`src/rtl/mmio_console_pkg.sv`:
```
// Shared definitions for the MMIO console bridge: default MMIO word
// addresses, the bridge FSM state type and the status register layout.
package mmio_console_pkg;

   localparam logic [31:0] CONSOLE_ADDR_DFLT = 32'h0000_1000;
   localparam logic [31:0] STATUS_ADDR_DFLT  = 32'h0000_1004;
   localparam logic [31:0] HALT_ADDR_DFLT    = 32'h0000_1008;

   // Sticky overflow flag position inside the status word.
   localparam int STATUS_OVF_BIT = 31;

   typedef enum logic {
      IDLE = 1'b0,
      RESP = 1'b1
   } state_e;

   // Assemble the status word from the overflow flag and the FIFO count
   // (count arrives zero-extended to 31 bits).
   function automatic logic [31:0] status_word(input logic ovf, input logic [30:0] count);
      logic [31:0] w;
      w = {1'b0, count};
      w[STATUS_OVF_BIT] = ovf;
      return w;
   endfunction

endpackage

```
`src/rtl/console_fifo.sv`:
```
// Synchronous 8-bit character FIFO. DEPTH must be a power of two so the
// pointers wrap naturally. Head reads as zero whenever the FIFO is empty.
module console_fifo #(
   parameter int DEPTH = 16
) (
   input  logic                         clk_i,
   input  logic                         rst_ni,
   input  logic                         push_i,
   input  logic [7:0]                   data_i,
   input  logic                         pop_i,
   output logic                         full_o,
   output logic                         empty_o,
   output logic [$clog2(DEPTH+1)-1:0]   count_o,
   output logic [7:0]                   head_o
);

   localparam int PW = $clog2(DEPTH);
   localparam int CW = $clog2(DEPTH+1);

   logic [7:0]    mem_q [DEPTH];
   logic [PW-1:0] wr_ptr_q, wr_ptr_d;
   logic [PW-1:0] rd_ptr_q, rd_ptr_d;
   logic [CW-1:0] count_q, count_d;
   logic          do_push, do_pop;

   // Full comes straight from the registered count, so a pop cannot make
   // room for a push in the same cycle.
   assign full_o  = (count_q == CW'(DEPTH));
   assign empty_o = (count_q == '0);
   assign do_push = push_i & ~full_o;
   assign do_pop  = pop_i & ~empty_o;
   assign count_o = count_q;
   assign head_o  = empty_o ? 8'h00 : mem_q[rd_ptr_q];

   // Next pointers and occupancy; simultaneous push and pop keep the count.
   always_comb begin
      wr_ptr_d = wr_ptr_q;
      rd_ptr_d = rd_ptr_q;
      count_d  = count_q;
      if (do_push) wr_ptr_d = wr_ptr_q + 1'b1;
      if (do_pop)  rd_ptr_d = rd_ptr_q + 1'b1;
      if (do_push && !do_pop)      count_d = count_q + 1'b1;
      else if (do_pop && !do_push) count_d = count_q - 1'b1;
   end

   // Pointer and count registers with synchronous active-low reset.
   always_ff @(posedge clk_i) begin
      if (!rst_ni) begin
         wr_ptr_q <= '0;
         rd_ptr_q <= '0;
         count_q  <= '0;
      end else begin
         wr_ptr_q <= wr_ptr_d;
         rd_ptr_q <= rd_ptr_d;
         count_q  <= count_d;
      end
   end

   // Character storage; contents need no reset since head is masked when empty.
   always_ff @(posedge clk_i) begin
      if (do_push) mem_q[wr_ptr_q] <= data_i;
   end

endmodule

```
`src/rtl/mmio_console_bridge.sv`:
```
// Bridge between the core bus master and RAM. Decodes a three-word MMIO
// window (console TX, status, halt) and passes every other access through
// combinationally. MMIO accesses take two cycles (busy, then response).
// Build option MMIO_CONSOLE_DROP_EN: console writes to a full FIFO are
// acked and dropped, setting sticky status bit 31, instead of stalling.
module mmio_console_bridge
   import mmio_console_pkg::*;
#(
   parameter logic [31:0] CONSOLE_ADDR = CONSOLE_ADDR_DFLT,
   parameter logic [31:0] STATUS_ADDR  = STATUS_ADDR_DFLT,
   parameter logic [31:0] HALT_ADDR    = HALT_ADDR_DFLT,
   parameter int          DEPTH        = 16,
   parameter bit          BIG_ENDIAN   = 1'b1
) (
   input  logic        CLK,
   input  logic        nRST,
   input  logic [31:0] cpu_addr,
   input  logic        cpu_ren,
   input  logic        cpu_wen,
   input  logic [31:0] cpu_wdata,
   input  logic [3:0]  cpu_byte_en,
   output logic [31:0] cpu_rdata,
   output logic        cpu_busy,
   output logic [31:0] mem_addr,
   output logic        mem_ren,
   output logic        mem_wen,
   output logic [31:0] mem_wdata,
   output logic [3:0]  mem_byte_en,
   input  logic [31:0] mem_rdata,
   input  logic        mem_busy,
   output logic        char_valid,
   output logic [7:0]  char_data,
   input  logic        char_ready,
   output logic        halt_req,
   output logic [31:0] halt_code
);

   localparam int CW = $clog2(DEPTH+1);

   state_e        state_q, state_d;
   logic [31:0]   rdata_q, rdata_d;
   logic [31:0]   halt_code_q, halt_code_d;
   logic          halt_req_q, halt_req_d;
   logic          hit_con, hit_sta, hit_hlt, hit, req, mmio_sel;
   logic          busy_mmio, push, ovf;
   logic          fifo_full, fifo_empty;
   logic [CW-1:0] fifo_count;
   logic [7:0]    char_byte;
   logic          char_lane;

   assign hit_con = (cpu_addr[31:2] == CONSOLE_ADDR[31:2]);
   assign hit_sta = (cpu_addr[31:2] == STATUS_ADDR[31:2]);
   assign hit_hlt = (cpu_addr[31:2] == HALT_ADDR[31:2]);
   assign hit     = hit_con | hit_sta | hit_hlt;
   assign req     = cpu_ren | cpu_wen;

   assign char_byte = BIG_ENDIAN ? cpu_wdata[31:24] : cpu_wdata[7:0];
   assign char_lane = BIG_ENDIAN ? cpu_byte_en[3]   : cpu_byte_en[0];

`ifdef MMIO_CONSOLE_DROP_EN
   logic ovf_q, ovf_d;
   assign ovf = ovf_q;
`else
   assign ovf = 1'b0;
`endif

   console_fifo #(.DEPTH(DEPTH)) u_fifo (
      .clk_i   (CLK),
      .rst_ni  (nRST),
      .push_i  (push),
      .data_i  (char_byte),
      .pop_i   (char_valid & char_ready),
      .full_o  (fifo_full),
      .empty_o (fifo_empty),
      .count_o (fifo_count),
      .head_o  (char_data)
   );

   // Bridge FSM: in IDLE a hit request stalls the core for one cycle and its
   // side effect lands on the IDLE->RESP edge; RESP releases the core.
   always_comb begin
      state_d     = state_q;
      rdata_d     = rdata_q;
      halt_req_d  = halt_req_q;
      halt_code_d = halt_code_q;
      busy_mmio   = 1'b0;
      push        = 1'b0;
`ifdef MMIO_CONSOLE_DROP_EN
      ovf_d       = ovf_q;
`endif
      case (state_q)
         IDLE: begin
            if (hit && req) begin
               busy_mmio = 1'b1;
               state_d   = RESP;
               rdata_d   = '0;
               if (cpu_wen) begin
                  if (hit_con) begin
                     if (!fifo_full) begin
                        push = char_lane;
                     end else begin
`ifdef MMIO_CONSOLE_DROP_EN
                        ovf_d = ovf_q | char_lane;
`else
                        state_d = IDLE;
`endif
                     end
                  end else if (hit_hlt && (cpu_wdata != '0)) begin
                     halt_req_d  = 1'b1;
                     halt_code_d = cpu_wdata;
                  end
               end else if (hit_sta) begin
                  rdata_d = status_word(ovf, 31'(fifo_count));
               end
            end
         end
         RESP:    state_d = IDLE;
         default: state_d = IDLE;
      endcase
   end

   // FSM, response and halt registers; reset discards any pending access.
   always_ff @(posedge CLK) begin
      if (!nRST) begin
         state_q     <= IDLE;
         rdata_q     <= '0;
         halt_req_q  <= 1'b0;
         halt_code_q <= '0;
`ifdef MMIO_CONSOLE_DROP_EN
         ovf_q       <= 1'b0;
`endif
      end else begin
         state_q     <= state_d;
         rdata_q     <= rdata_d;
         halt_req_q  <= halt_req_d;
         halt_code_q <= halt_code_d;
`ifdef MMIO_CONSOLE_DROP_EN
         ovf_q       <= ovf_d;
`endif
      end
   end

   // The MMIO side owns the core port during a hit or while responding.
   assign mmio_sel    = hit | (state_q == RESP);
   assign mem_addr    = cpu_addr;
   assign mem_wdata   = cpu_wdata;
   assign mem_byte_en = cpu_byte_en;
   assign mem_ren     = cpu_ren & ~mmio_sel;
   assign mem_wen     = cpu_wen & ~mmio_sel;
   assign cpu_busy    = mmio_sel ? busy_mmio : mem_busy;
   assign cpu_rdata   = mmio_sel ? rdata_q : mem_rdata;
   assign char_valid  = ~fifo_empty;
   assign halt_req    = halt_req_q;
   assign halt_code   = halt_code_q;

endmodule

```
`config.mk`:
```
export PLATFORM = sky130hd
export DESIGN_NAME = mmio_console_bridge
export DESIGN_NICKNAME = d
export VERILOG_FILES = /design/src/rtl/mmio_console_pkg.sv /design/src/rtl/console_fifo.sv /design/src/rtl/mmio_console_bridge.sv
export SDC_FILE = /design/constraint.sdc
export NUM_CORES = 1
export LEC_CHECK = 0
export BUFFER_PORTS_ARGS = -buffer_cell sky130_fd_sc_hd__buf_2
export CELL_PAD_IN_SITES_DETAIL_PLACEMENT = 1
export CELL_PAD_IN_SITES_GLOBAL_PLACEMENT = 2
export CORE_MARGIN = 4
export CORE_UTILIZATION = 25
export CTS_CLUSTER_DIAMETER = 80
export DETAILED_ROUTE_END_ITERATION = 8
export HOLD_SLACK_MARGIN = 0.06
export PLACE_DENSITY_LB_ADDON = 0.15
export SYNTH_ARGS = -nofsm -noshare
export SYNTH_HDL_FRONTEND = slang
export SYNTH_SLANG_ARGS = --single-unit
```
`constraint.sdc`:
```
create_clock -name CLK -period 3.4 [get_ports CLK]
set_input_delay 0.68 -clock CLK [delete_from_list [all_inputs] [get_ports CLK]]
set_output_delay 0.68 -clock CLK [all_outputs]
set_load 0.03 [all_outputs]
```
After elaboration in Yosys (flattened, before gate mapping)

Memory sizes are Yosys's and may differ from the RTL's. A register that Yosys moved wholly into a read port is not among the register bits.
Index checks and enable logic that the tools add are counted.

Bitwise gates (word level): 14
Muxes and demuxes: 23
$add $sub $neg: 4
Equality and inequality tests: 4
Reductions and logical operators: 11

Operators with widths:

| kind                                                                    | number |
|---|---|
| 30-bit by 11-bit equality test with 1-bit output, second input constant | 3 |
| 32-bit 2-to-1 mux                                                       | 1 |
| 32-bit nonzero test                                                     | 1 |
| 5-bit 2-to-1 mux                                                        | 4 |
| 1-bit 2-to-1 mux                                                        | 14 |
| 4-bit by 1-bit adder with 4-bit output, second input constant           | 2 |
| 4-bit 2-to-1 mux                                                        | 2 |
| 8-bit 2-to-1 mux                                                        | 1 |
| 5-bit by 1-bit adder with 5-bit output, second input constant           | 1 |
| 1-bit bitwise AND                                                       | 5 |
| 5-bit equality test, second input constant                              | 1 |
| 5-bit logical NOT                                                       | 1 |
| 1-bit inverter                                                          | 5 |
| 5-bit AND reduction                                                     | 1 |
| 5-bit by 1-bit subtractor with 5-bit output, second input constant      | 1 |
| 1-bit logical AND                                                       | 4 |
| 1-bit bitwise OR                                                        | 4 |
| 1-bit logical NOT                                                       | 2 |
| 1-bit one-hot mux with 2 select lines                                   | 1 |
| 2-bit AND reduction                                                     | 1 |
| 2-bit nonzero test                                                      | 1 |

Memories: 1
Logic and storage cells: 64
Register bits: 79
Bits of input ports: 106
Memory bits (writable): 128
Output and inout port bits: 145

Memories:

| memory       | depth | bits a word | rd ports | clocked after memory_dff | write ports | RTL line           | source |
|---|---|---|---|---|---|---|---|
| u_fifo.mem_q | 16    | 8           | 1        | 1                        | 1           | console_fifo.sv:20 | `logic [7:0] mem_q [DEPTH];` |

Logic depth before layout (Yosys ltp)

Gate-level depths: netlist of the first run.

Depth after elaboration: 11
Depth in mapped cells: 12
Mapped depth without buffers: 11

Cells and area by module

A second synthesis of the first run with hierarchy kept.

Cells, all modules: 627
Area total of the unflattened synthesis: 8,390.5 µm²

Modules (own cells, without submodules):

| module              | area an instance (µm²) | times used | cells each | seq. area each (µm²) |
|---|---|---|---|---|
| console_fifo        | 5,868.1                | 1          | 315        | 4,184.0 |
| mmio_console_bridge | 2,522.4                | 1          | 312        | 780.7 |

Worst setup path before layout of the first run

Ideal clock, no wire load.

Kind: input to register
Start point: input cpu_addr[27]
End point: register u_fifo.count_q[4] (netlist: u_fifo.count_o[4])
Arrival time: 3,131 ps
Path slack: 193 ps
Buffers on the path: 1
Setup time: 76 ps
Data required time: 3,324 ps
Stages: 12
Cell sequence: or4_4 nor2_1 and4bb_1 buf_4 ha_1 inv_1 fa_1 a21o_1 a21oi_1 xnor2_1 or3_1 a21boi_0

Longest elaborated chain between the ends: 10
Elaborated cells on any way between the ends: 16
Classes of those cells: eq/ne: 3; mux: 5; bitwise: 3; reduce/logical: 5

Ends and longest elaborated chain:

| element                                                             | RTL line                                             | source |
|---|---|---|
| start: declaration                                                  | mmio_console_bridge.sv:17                            | `input logic [31:0] cpu_addr,` |
| 30-bit by 11-bit equality test with 1-bit output (on tied branches) | mmio_console_bridge.sv:51, mmio_console_bridge.sv:52 |  |
| 1-bit bitwise OR (2 in a row)                                       | mmio_console_bridge.sv:54                            | `assign hit = hit_con \| hit_sta \| hit_hlt;` |
| 1-bit logical AND                                                   | mmio_console_bridge.sv:93                            | `if (hit && req) begin` |
| 1-bit 2-to-1 mux *                                                  | mmio_console_bridge.sv:93                            |  |
| 1-bit 2-to-1 mux *                                                  | mmio_console_bridge.sv:91                            | `case (state_q)` |
| 1-bit bitwise AND *                                                 | console_fifo.sv:30                                   | `assign do_push = push_i & ~full_o;` |
| net u_fifo.do_push                                                  | console_fifo.sv:24                                   | `logic do_push, do_pop;` |
| 1-bit logical NOT                                                   | console_fifo.sv:43                                   | `else if (do_pop && !do_push) count_d = count_q - 1'b1;` |
| 1-bit logical AND                                                   | console_fifo.sv:43                                   |  |
| 2-bit nonzero test (no source line)                                 | n/a                                                  |  |
| end signal: assignment                                              | console_fifo.sv:55                                   | `count_q <= count_d;` |
| end: declaration                                                    | console_fifo.sv:23                                   | `logic [CW-1:0] count_q, count_d;` |

Mark *: on every way through the listed nets, which the timed path passes. The rest lies on a longest branch.
A chain may end at the register's enable or synchronous reset.

Worst setup path after layout of the first run

Start point: input cpu_addr[20]
End point: output cpu_rdata[1]

Longest elaborated chain between the ends: 5
Elaborated cells on any way between the ends: 7
Classes of those cells: eq/ne: 3; mux: 1; bitwise: 3

Ends and longest elaborated chain:

| element                                                             | RTL line                                             | source |
|---|---|---|
| 30-bit by 11-bit equality test with 1-bit output (on tied branches) | mmio_console_bridge.sv:51, mmio_console_bridge.sv:52 |  |
| 1-bit bitwise OR                                                    | mmio_console_bridge.sv:54                            |  |
| 1-bit bitwise OR *                                                  | mmio_console_bridge.sv:54                            |  |
| 1-bit bitwise OR *                                                  | mmio_console_bridge.sv:144                           | `assign mmio_sel = hit \| (state_q == RESP);` |
| 32-bit 2-to-1 mux *                                                 | mmio_console_bridge.sv:151                           | `assign cpu_rdata = mmio_sel ? rdata_q : mem_rdata;` |
| end: declaration                                                    | mmio_console_bridge.sv:22                            | `output logic [31:0] cpu_rdata,` |

Mark *: on every way between the ends. The rest lies on a longest branch, timed or not.

==> results of run 1 <==
==> stage by stage <==
step / power [mW] / hold WS (ns) / setup WS, ns / area, µm²
finish: 4.840 / 0.4610 / 0.1636 / 10370
global route: 5.023 / 0.4854 / 0.007835 / 10360
CTS: 4.905 / 0.4656 / 0.1168 / 10360
detailed placement: 2.816 / 0.4505 / -0.01530 / 9744
global placement: 2.812 / 0.4420 / 0.1015 / 9744
floorplan: 2.681 / 0.4650 / 0.1933 / 8335
==> worst max-delay path, delay by kind of cell <==
family                 cells  cell delay [ns]
AOI/OAI and AO/OA          1             0.12
and+or+nand+nor            3             0.66
muxes                      1             0.28
buffers and inverters      5             0.81
==> area by class of cell <==
class	count	area share, %
antenna	2	0.04827
clock buffer	17	4.103
clock inverter	14	1.810
inverter	7	0.2534
multi-input combinational	299	25.81
sequential	184	47.89
tap	442	5.334
timing repair buffer	277	14.75
==> layer usage <==
metal / vias to the layer above / part of all wire (%) / GRT usage, % / routed length [µm]
met4: 8 / 1.2 / 2.901 / 316
met1: 2683 / 38 / 16.66 / 10100
met3: 25 / 7.8 / 5.492 / 2065
met2: 193 / 53 / 26.46 / 13880
met5: - / 0.19 / 0 / 51
li1: 2482 / - / - / -
==> worst max-delay path by stage <==
stage | startpoint | endpoint | cells after the start
floorplan | cpu_addr[27] | u_fifo.count_o[4]$_SDFFE_PN0P_ | 12
CTS | cpu_addr[20] | cpu_rdata[4] | 10
detailed placement | cpu_addr[20] | u_fifo.count_o[4]$_SDFFE_PN0P_ | 13
global placement | cpu_addr[20] | u_fifo.count_o[4]$_SDFFE_PN0P_ | 13
global route | cpu_addr[20] | cpu_rdata[4] | 10
finish | cpu_addr[20] | cpu_rdata[1] | 10
==> state kept, by name (all words and copies together), names as in the netlist, named ones only <==
signal / count
state_q: 1
u_fifo.wr_ptr_q: 4
u_fifo.count_o: 5
u_fifo.mem_q: 128
halt_code: 32
rdata_q: 5
u_fifo.rd_ptr_q: 4
halt_req: 1
==> cells in the final DEF (no fill, tap or decap), drive strengths merged, types with 5 or more instances in the layout <==
master	synthesis	final
clkbuf	16	17
nand2	72	72
edfxtp	128	128
xnor2	6	6
mux2i	35	35
buf	80	277
and2	53	53
inv	7	13
ha	9	9
mux4	40	40
nor2	9	9
nor4	16	16
dfxtp	56	56
a32o	5	5
mux2	5	5
==> cell families (layout without fill, tap and decap cells) <==
group,after synthesis,after routing
other,0,2
xor gates and xnor gates,7,7
adders and majority gates,10,10
DFF,184,184
muxes,80,80
AOI/OAI and AO/OA,24,24
buffers and inverters,103,315
and+or+nand+nor,178,178
==> where the power goes <==
group	internal [mW]	switching, mW	total, mW
registers	2.39	0.0000000349	2.39
clock network	1.18	0.910	2.09
logic	0.108	0.258	0.366
total	3.67	1.17	4.84
==> timing repair <==
action	CTS	global route
setup buffers	0	0
gates resized for setup	0	1
endpoints found under the setup margin	0	1
==> impl_metrics.py, run 1 <==
metrics = {
    "critical_path": {
        "critPathRequiredTime_ns": 2.72,
        "reg2reg_to": "u_fifo.count_o[4]$_SDFFE_PN0P_",
        "r2r_start": "u_fifo.count_o[0]$_SDFFE_PN0P_",
        "ff2ff_path_depth": 11,
        "arrival_ns": 2.56,
        "slowest_delay_ns": 0.33,
        "crit_type": "input pin to output pin",
        "cp-end-kind": "output pin",
        "start_kind": "input pin",
        "worst_path_max_delay_cell": "nor4_1",
        "cp_cell_sequence": "buf_2 > nor4_1 > buf_4 > nand2_1 > buf_4 > nor3_1 > a21oi_2 > buf_12 > mux2_2 > buf_2",
        "worstPathMaxFanout": 35,
        "r2r_setup_slack_ns": 0.45,
    },
    "clocking": {
        "clock_latency_ns": 0.43,
        "cts_made_buffers": 17,
        "cts_tree": "built",
        "clockBufferDepth": 2,
        "clockRootBuffer": "clkbuf_16",
        "cts.sinks": 184,
        "hold_buffers": 0,
        "cts.clk_slew.worst_paths_ns": 0.08,
        "cts_htree_levels": 4,
    },
    "logic_synthesis": {
        "synth_xor_area_share_pct": 0.7355,
        "synth_top_area_share_pct": 46.11,
        "synth_top_family_by_area": "multiplexers",
        "synth.distinct_cells": 50,
        "yosys_register_bits": 184,
        "synth_fa_ha_area_share_pct": 1.591,
        "synth_compound_area_share_pct": 2.131,
        "synth_mux_area_share_pct": 15.69,
        "syn_area_um2": 8335,
        "synth_edf_count": 128,
        "synthTopCellsByArea": "edfxtp_1, dfxtp_1, mux4_2, buf_4, mux2i_1",
        "synth_top_area_cell": "edfxtp_1",
        "syn_avg_cell_area_um2": 14.22,
        "syn_nets": 702,
        "yosys.area_share.simple_pct": 11.83,
        "synthCells": 586,
        "synth_warnings": 0,
        "synth.most_common_cell": "edfxtp_1",
        "synth_ff_type": "edfxtp_1",
        "synth_common_cells": "edfxtp_1, nand2_1, buf_4, dfxtp_1, and2_1",
        "ys_seq_area_share_pct": 59.56,
        "synth-async-reset-ratio_pct": 0,
    },
    "floorplan": {
        "die_area_um2": 36330,
        "start_util_pct": 25.49,
        "io_pins": 251,
        "fp.dieH_um": 190.6,
        "die_x_um": 190.6,
        "core_um2": 32700,
        "rows": 66,
    },
    "sta": {
        "finalCriticalPeriod_ns": 3.236,
        "tightest_slew_ns": 0.7337,
        "fmax_mhz": 309.0,
        "report.final.slew_viol_count": 0,
        "hold_viol_final": 0,
        "setup_violations": 0,
        "setup_tns_ns": 0,
        "rsz0062_at_grt": "no",
        "finClkSkew_ns": 0.01268,
        "slew_headroom_pct": 51.09,
        "finalCritPeriodShare_pct": 95.19,
    },
    "min_path": {
        "min_path_type": "flip-flop to flip-flop",
        "min-delay-start": "halt_code[22]$_SDFFE_PN0P_",
        "whs_path_depth": 2,
        "whs_endpoint": "halt_code[22]$_SDFFE_PN0P_",
    },
    "detailed_routing": {
        "drt-total-wl_um": 26420,
        "wire_per_inst_um": 21.27,
        "drcViolationCount": 0,
        "drt_iter0_drc": 223,
        "viasPerCell": 4.341,
        "drt_pass1_iterations": 4,
        "antenna_left": 0,
        "num_vias": 5391,
    },
    "final_layout": {
        "multi_input_area_um2": 2676,
        "nFillCells": 3617,
        "area_growth_pct": 24.39,
        "seq_area_um2": 4966,
        "final_cells": 1242,
        "fin_util_pct": 31.71,
        "nets": 902,
        "layout-drive-gt1-share_pct": 45.36,
    },
    "power": {
        "p_per_area_nw_per_um2": 466.8,
        "ir_drop_v": 0.0003360,
        "p_leak_nw": 3.918,
    },
    "placement": {
        "io_buffers": 240,
        "place_inst": 1209,
        "place_congestion": 0.8372,
        "dp_hpwl_um": 20020,
    },
    "grt": {
        "gr-usage-all-layers_pct": 14.66,
        "first_global_vias": 5972,
        "antenna_found_initial": 8,
        "grt_pass1_wl_um": 39190,
        "gr-total-overflow": 0,
        "grt_max_degree": 74,
    },
    "run_status": {
        "status": "finished clean",
    },
    "job": {
        "cap_viol_max_count": 0,
    },
}
Power figures use the tool's default switching activity.
==> inputs of run 2 (changes only) <==
CTS_BUF_LIST = sky130_fd_sc_hd__clkbuf_8   (was unset)
PLACE_DENSITY = 0.72   (was unset)
PLACE_DENSITY_LB_ADDON = unset   (was 0.15)
==> run 2 against run 1 <==
  * Register-to-register slack improved by 0.05 ns
  * Sequential share of layout area increased by 1.1 points
  * Via count increased by 0.37%
  * Non-clock buffer count decreased by 4
  * First-iteration DRC count increased by 40%
  * Clock power decreased by 21%
  * Critical path depth decreased by 2
  * Largest power group unchanged
==> impl_metrics.py, run 2 (synthesized netlist as in run 1, its figures left out) <==
metrics = {
    "critical_path": {
        "arrival_ns": 2.62,
        "crit_type": "input pin to output pin",
        "critPathRequiredTime_ns": 2.72,
        "cp-end-kind": "output pin",
        "start_kind": "input pin",
        "worstPathMaxFanout": 19,
    },
    "power": {
        "ir_drop_v": 0.0001779,
        "cellInternalPower_mw": 3.260,
        "clock_power_share_pct": 37.3,
        "p_switching_mw": 1.152,
        "combPwrFrac_pct": 8.6,
        "p_per_area_nw_per_um2": 434.9,
        "total_power_mw": 4.412,
        "p_seq_share_pct": 54.1,
        "swShare_pct": 26.10,
        "p_leak_nw": 3.812,
    },
    "final_layout": {
        "fin_util_pct": 31.02,
        "nets": 898,
        "layout-drive-gt1-share_pct": 45.21,
        "final_cells": 1236,
        "largest_register_ffs": 128,
        "diodes": 0,
        "area_growth_pct": 21.69,
        "finalInstanceArea_um2": 10140,
        "top_register": "u_fifo.mem_q",
        "final_common_cell": "buf_2",
        "final_cell_mix": "buf_2, edfxtp_1, nand2_1",
    },
    "floorplan": {
        "die_x_um": 190.6,
        "die_area_um2": 36330,
        "start_util_pct": 25.49,
        "fp.dieH_um": 190.6,
        "core_um2": 32700,
        "io_pins": 251,
        "rows": 66,
    },
    "placement": {
        "post-place-ws_ns": 0.01370,
        "io_buffers": 240,
        "place_congestion": 0.8491,
        "place_area_um2": 9702,
        "dp_hpwl_um": 20480,
        "place_inst": 1205,
    },
    "grt": {
        "first_global_vias": 5875,
        "grt_max_degree": 69,
        "gr-total-overflow": 0,
        "antenna_found_initial": 0,
        "gr-usage-all-layers_pct": 14.66,
        "grt_pass1_wl_um": 38830,
    },
    "sta": {
        "hold_slack_ns": 0.4620,
        "setup_violations": 0,
        "hold_viol_final": 0,
        "report.final.slew_viol_count": 0,
        "finalCriticalPeriod_ns": 3.296,
        "layout_setup_ws_ns": 0.1036,
        "setup_tns_ns": 0,
        "slew_headroom_pct": 40.69,
        "finalCritPeriodShare_pct": 96.95,
        "rsz0062_at_grt": "no",
        "tightest_slew_ns": 0.8815,
        "finClkSkew_ns": 0.01625,
        "fmax_mhz": 303.4,
    },
    "detailed_routing": {
        "wire_per_inst_um": 21.64,
        "drcViolationCount": 0,
        "num_vias": 5411,
        "drt-total-wl_um": 26740,
        "drt_iter0_drc": 313,
        "drt_pass1_iterations": 4,
        "viasPerCell": 4.378,
        "antenna_left": 0,
    },
    "clocking": {
        "cts.sinks": 184,
        "hold_buffers": 0,
        "cts.clk_slew.worst_paths_ns": 0.09,
        "cts_tree": "built",
        "clock_latency_ns": 0.47,
        "cts_made_buffers": 17,
        "cts_htree_levels": 4,
        "cts_resized": 0,
        "clockRootBuffer": "clkbuf_8",
        "clockBufferDepth": 2,
        "cts_setup_buffers": 0,
    },
    "job": {
        "cap_viol_max_count": 0,
    },
    "min_path": {
        "min_path_type": "flip-flop to flip-flop",
    },
    "run_status": {
        "status": "finished clean",
    },
}
run 2: critical path: stages:
cell	delay (ns)
buf_2	0.11
or4_4	0.57
buf_4	0.17
nor3_1	0.18
a21oi_2	0.23
buf_4	0.25
a22o_1	0.24
buf_2	0.17
run 2: routing by layer:
| metal | global-route usage [%] | vias to the layer above | wire, µm |
|---|---|---|---|
| li1 | - | 2471 | - |
| met1 | 17.00 | 2711 | 10370 |
| met2 | 27.03 | 220 | 14300 |
| met3 | 4.101 | 9 | 1881 |
| met4 | 3.011 | 0 | 198 |
| met5 | 0 | - | 0 |
run 2: power groups by stage:
stage / Combinational (mW) / Sequential [mW] / Clock [mW]
after floorplan: 0.241 / 2.44 / 0
after global placement: 0.386 / 2.44 / 0
after detailed placement: 0.389 / 2.44 / 0
after CTS: 0.390 / 2.39 / 1.69
after global routing: 0.405 / 2.39 / 1.78
final: 0.378 / 2.39 / 1.65
run 2: worst paths after layout:
check                           cells after the start                           start                              to  slack (ns)
worst max-delay path                                8                    cpu_addr[27]                        cpu_busy        0.10
worst min-delay path                                2       halt_code[5]$_SDFFE_PN0P_       halt_code[5]$_SDFFE_PN0P_        0.46
worst max register to register                     12  u_fifo.count_o[0]$_SDFFE_PN0P_  u_fifo.count_o[4]$_SDFFE_PN0P_        0.50
worst min register to register                      2       halt_code[5]$_SDFFE_PN0P_       halt_code[5]$_SDFFE_PN0P_        0.46
run 2: layout make-up:
type / instances / area, µm²
clock buffer: 17 / 234.0
clock inverter: 14 / 207.7
fill: 3647 / 22560
inverter: 7 / 26.28
multi-input combinational: 299 / 2670
sequential: 184 / 4966
tap: 442 / 553.0
timing repair buffer: 273 / 1486
==> inputs of run 3 (changes only) <==
ABC_AREA = 1   (was unset)
PLACE_DENSITY = 0.78   (was 0.72)
==> run 3 against run 2 <==
  * Core utilization decreased by 0.067 points
  * Hold slack got worse by 0.0054 ns
  * Final cell count increased by 31%
  * Via count increased by 33%
  * Final area increased by 3.3%
  * Sequential power increased by 4%
  * Clock skew increased by 0.012 ns
  * Global-route usage increased by 0.29 points
  * Clock power decreased by 9%
  * Synthesized cell count increased by 66%
  * Critical endpoint is now char_data[6]
==> impl_metrics.py, run 3 <==
metrics = {
    "placement": {
        "place_congestion": 0.7696,
        "place_inst": 1589,
        "dp_hpwl_um": 20920,
        "io_buffers": 240,
        "place_area_um2": 10070,
    },
    "logic_synthesis": {
        "syn_avg_cell_area_um2": 8.932,
        "synthCells": 972,
        "synth.distinct_cells": 30,
        "synth_warnings": 0,
        "synth_ff_type": "edfxtp_1",
        "yosys_register_bits": 184,
        "synth_edf_count": 128,
        "synth_common_cells": "nor2_1, nand2_1, edfxtp_1, inv_1, o21ai_0",
        "ys_seq_area_share_pct": 57.18,
        "synth.most_common_cell": "nor2_1",
        "synth-async-reset-ratio_pct": 0,
        "synthTopCellsByArea": "edfxtp_1, dfxtp_1, nor2_1, buf_4, nand2_1",
        "synth_top_area_cell": "edfxtp_1",
        "synth_top_area_share_pct": 44.27,
        "syn_nets": 1088,
        "syn_area_um2": 8682,
    },
    "power": {
        "ir_drop_v": 0.0003088,
        "total_power_mw": 5.681,
        "p_per_area_nw_per_um2": 541.9,
        "p_leak_nw": 4.652,
    },
    "critical_path": {
        "cp-end-kind": "output pin",
        "worstPathMaxFanout": 15,
        "r2r_setup_slack_ns": 0.80,
        "arrival_ns": 2.46,
        "start_kind": "flip-flop",
        "crit_type": "flip-flop to output pin",
        "critPathRequiredTime_ns": 2.72,
    },
    "sta": {
        "finalCritPeriodShare_pct": 92.31,
        "finClkSkew_ns": 0.02784,
        "tightest_slew_ns": 0.6182,
        "slew_headroom_pct": 58.74,
        "report.final.slew_viol_count": 0,
        "finalCriticalPeriod_ns": 3.139,
        "rsz0062_at_grt": "no",
        "setup_tns_ns": 0,
        "fmax_mhz": 318.6,
        "setup_violations": 0,
        "hold_viol_final": 0,
    },
    "detailed_routing": {
        "viasPerCell": 4.436,
        "num_vias": 7190,
        "drcViolationCount": 0,
        "drt_iter0_drc": 461,
        "antenna_left": 0,
        "drt_pass1_iterations": 5,
        "wire_per_inst_um": 17.66,
        "drt-total-wl_um": 28630,
    },
    "final_layout": {
        "final_cell_mix": "buf_2, nor2_1, nand2_1",
        "diodes": 0,
        "layout-drive-gt1-share_pct": 27.54,
        "final_common_cell": "buf_2",
        "area_growth_pct": 20.74,
        "fin_util_pct": 30.95,
        "top_register": "u_fifo.mem_q",
        "finalInstanceArea_um2": 10480,
        "nets": 1276,
        "largest_register_ffs": 128,
        "final_cells": 1621,
    },
    "grt": {
        "gr-total-overflow": 0,
        "grt_max_degree": 66,
        "antenna_found_initial": 4,
        "grt_pass1_wl_um": 43970,
        "first_global_vias": 7684,
        "gr-usage-all-layers_pct": 14.95,
    },
    "clocking": {
        "hold_buffers": 0,
        "cts_htree_levels": 4,
        "clock_latency_ns": 0.48,
        "cts_tree": "built",
        "cts.sinks": 184,
        "cts_setup_buffers": 0,
        "clockRootBuffer": "clkbuf_8",
        "cts_made_buffers": 17,
        "cts.clk_slew.worst_paths_ns": 0.12,
        "clockBufferDepth": 2,
    },
    "run_status": {
        "status": "finished clean",
    },
    "floorplan": {
        "core_um2": 33870,
        "die_area_um2": 37770,
        "io_pins": 251,
        "start_util_pct": 25.64,
        "rows": 67,
        "die_x_um": 194.4,
        "fp.dieH_um": 194.4,
    },
    "min_path": {
        "min_path_type": "input pin to flip-flop",
    },
    "job": {
        "cap_viol_max_count": 0,
    },
}
==> run 3: cell types whose count changed in the layout (fill, tap and decap cells not counted), moves of 8 or more <==
cell / previous run / this run
nor2_1: 9 / 235
inv_1: 7 / 117
o21ai_0: 4 / 84
nand2_1: 72 / 131
and2_1: 53 / 2
mux4_2: 40 / 0
mux2i_1: 35 / 0
o221ai_1: 0 / 24
nand3_1: 4 / 24
a21oi_1: 3 / 20
nor4_1: 12 / 0
o22ai_1: 0 / 8
==> run 3: final timing paths <==
kind                                                     start  cells past startpoint                             end
worst max-delay path                                 flip-flop                      7                    char_data[6]
worst min register to register           halt_req$_SDFFE_PN0P_                      2           halt_req$_SDFFE_PN0P_
worst min-delay path                             cpu_wdata[14]                      3      halt_code[14]$_SDFFE_PN0P_
worst max register to register  u_fifo.count_o[1]$_SDFFE_PN0P_                     16  u_fifo.count_o[4]$_SDFFE_PN0P_
==> run 3: power breakdown <==
part           switching [mW]  total (mW)  internal, mW
clock network           0.936        1.50         0.562
registers              0.0515        2.49          2.43
logic                    1.18        1.70         0.512
==> run 3: through the flow <==
stage | hold WS [ns] | setup WS (ns)
after detailed placement | 0.4518 | 0.1580
final | 0.4566 | 0.2614
after floorplan | 0.4363 | 0.6061
after CTS | 0.4231 | 0.2678
after global placement | 0.4365 | 0.1750
after global routing | 0.4403 | 0.08744
==> run 3: cells by family after synthesis <==
group / Yosys count / synth area share, %
AO/OA/AOI/OAI: 140 / 9.324
adder cells (fa/ha/maj): 10 / 1.528
XOR/XNOR: 2 / 0.2018
AND/OR/NAND/NOR: 408 / 18.52
flip-flops: 184 / 57.18
buffers and inverters: 228 / 13.24
==> run 3: layer usage <==
metal | track usage (%) | vias up | share of wire (%)
met3 | 3.722 | 13 | 6.6
met2 | 27.15 | 241 | 51
met5 | 0 | - | 0.070
li1 | - | 3451 | -
met4 | 3.177 | 2 | 0.56
met1 | 17.97 | 3483 | 42
==> run 3: final cells by class <==
cell class              instances  area (µm²)
fillers                      4103       23380
flip-flops and latches        184        4965
multi-input cells             560        2572
repair buffers                276        1521
well taps                     448       560.5
inverters                     121       455.4
clock buffers                  17       234.0
clock inverters                15       173.9
==> run 3: worst max-delay path, stage by stage, from the launching register on <==
cell and delay (ns):
dfxtp_1 0.32, inv_1 0.46, buf_4 0.32, o21ai_0 0.11
o221ai_1 0.17, nand3_1 0.17, a21oi_1 0.22, buf_2 0.23
==> run 3: repair_timing <==
item,CTS,global route
setup endpoints to repair,1,0
resized for setup,1,0
hold endpoints to repair,0,0
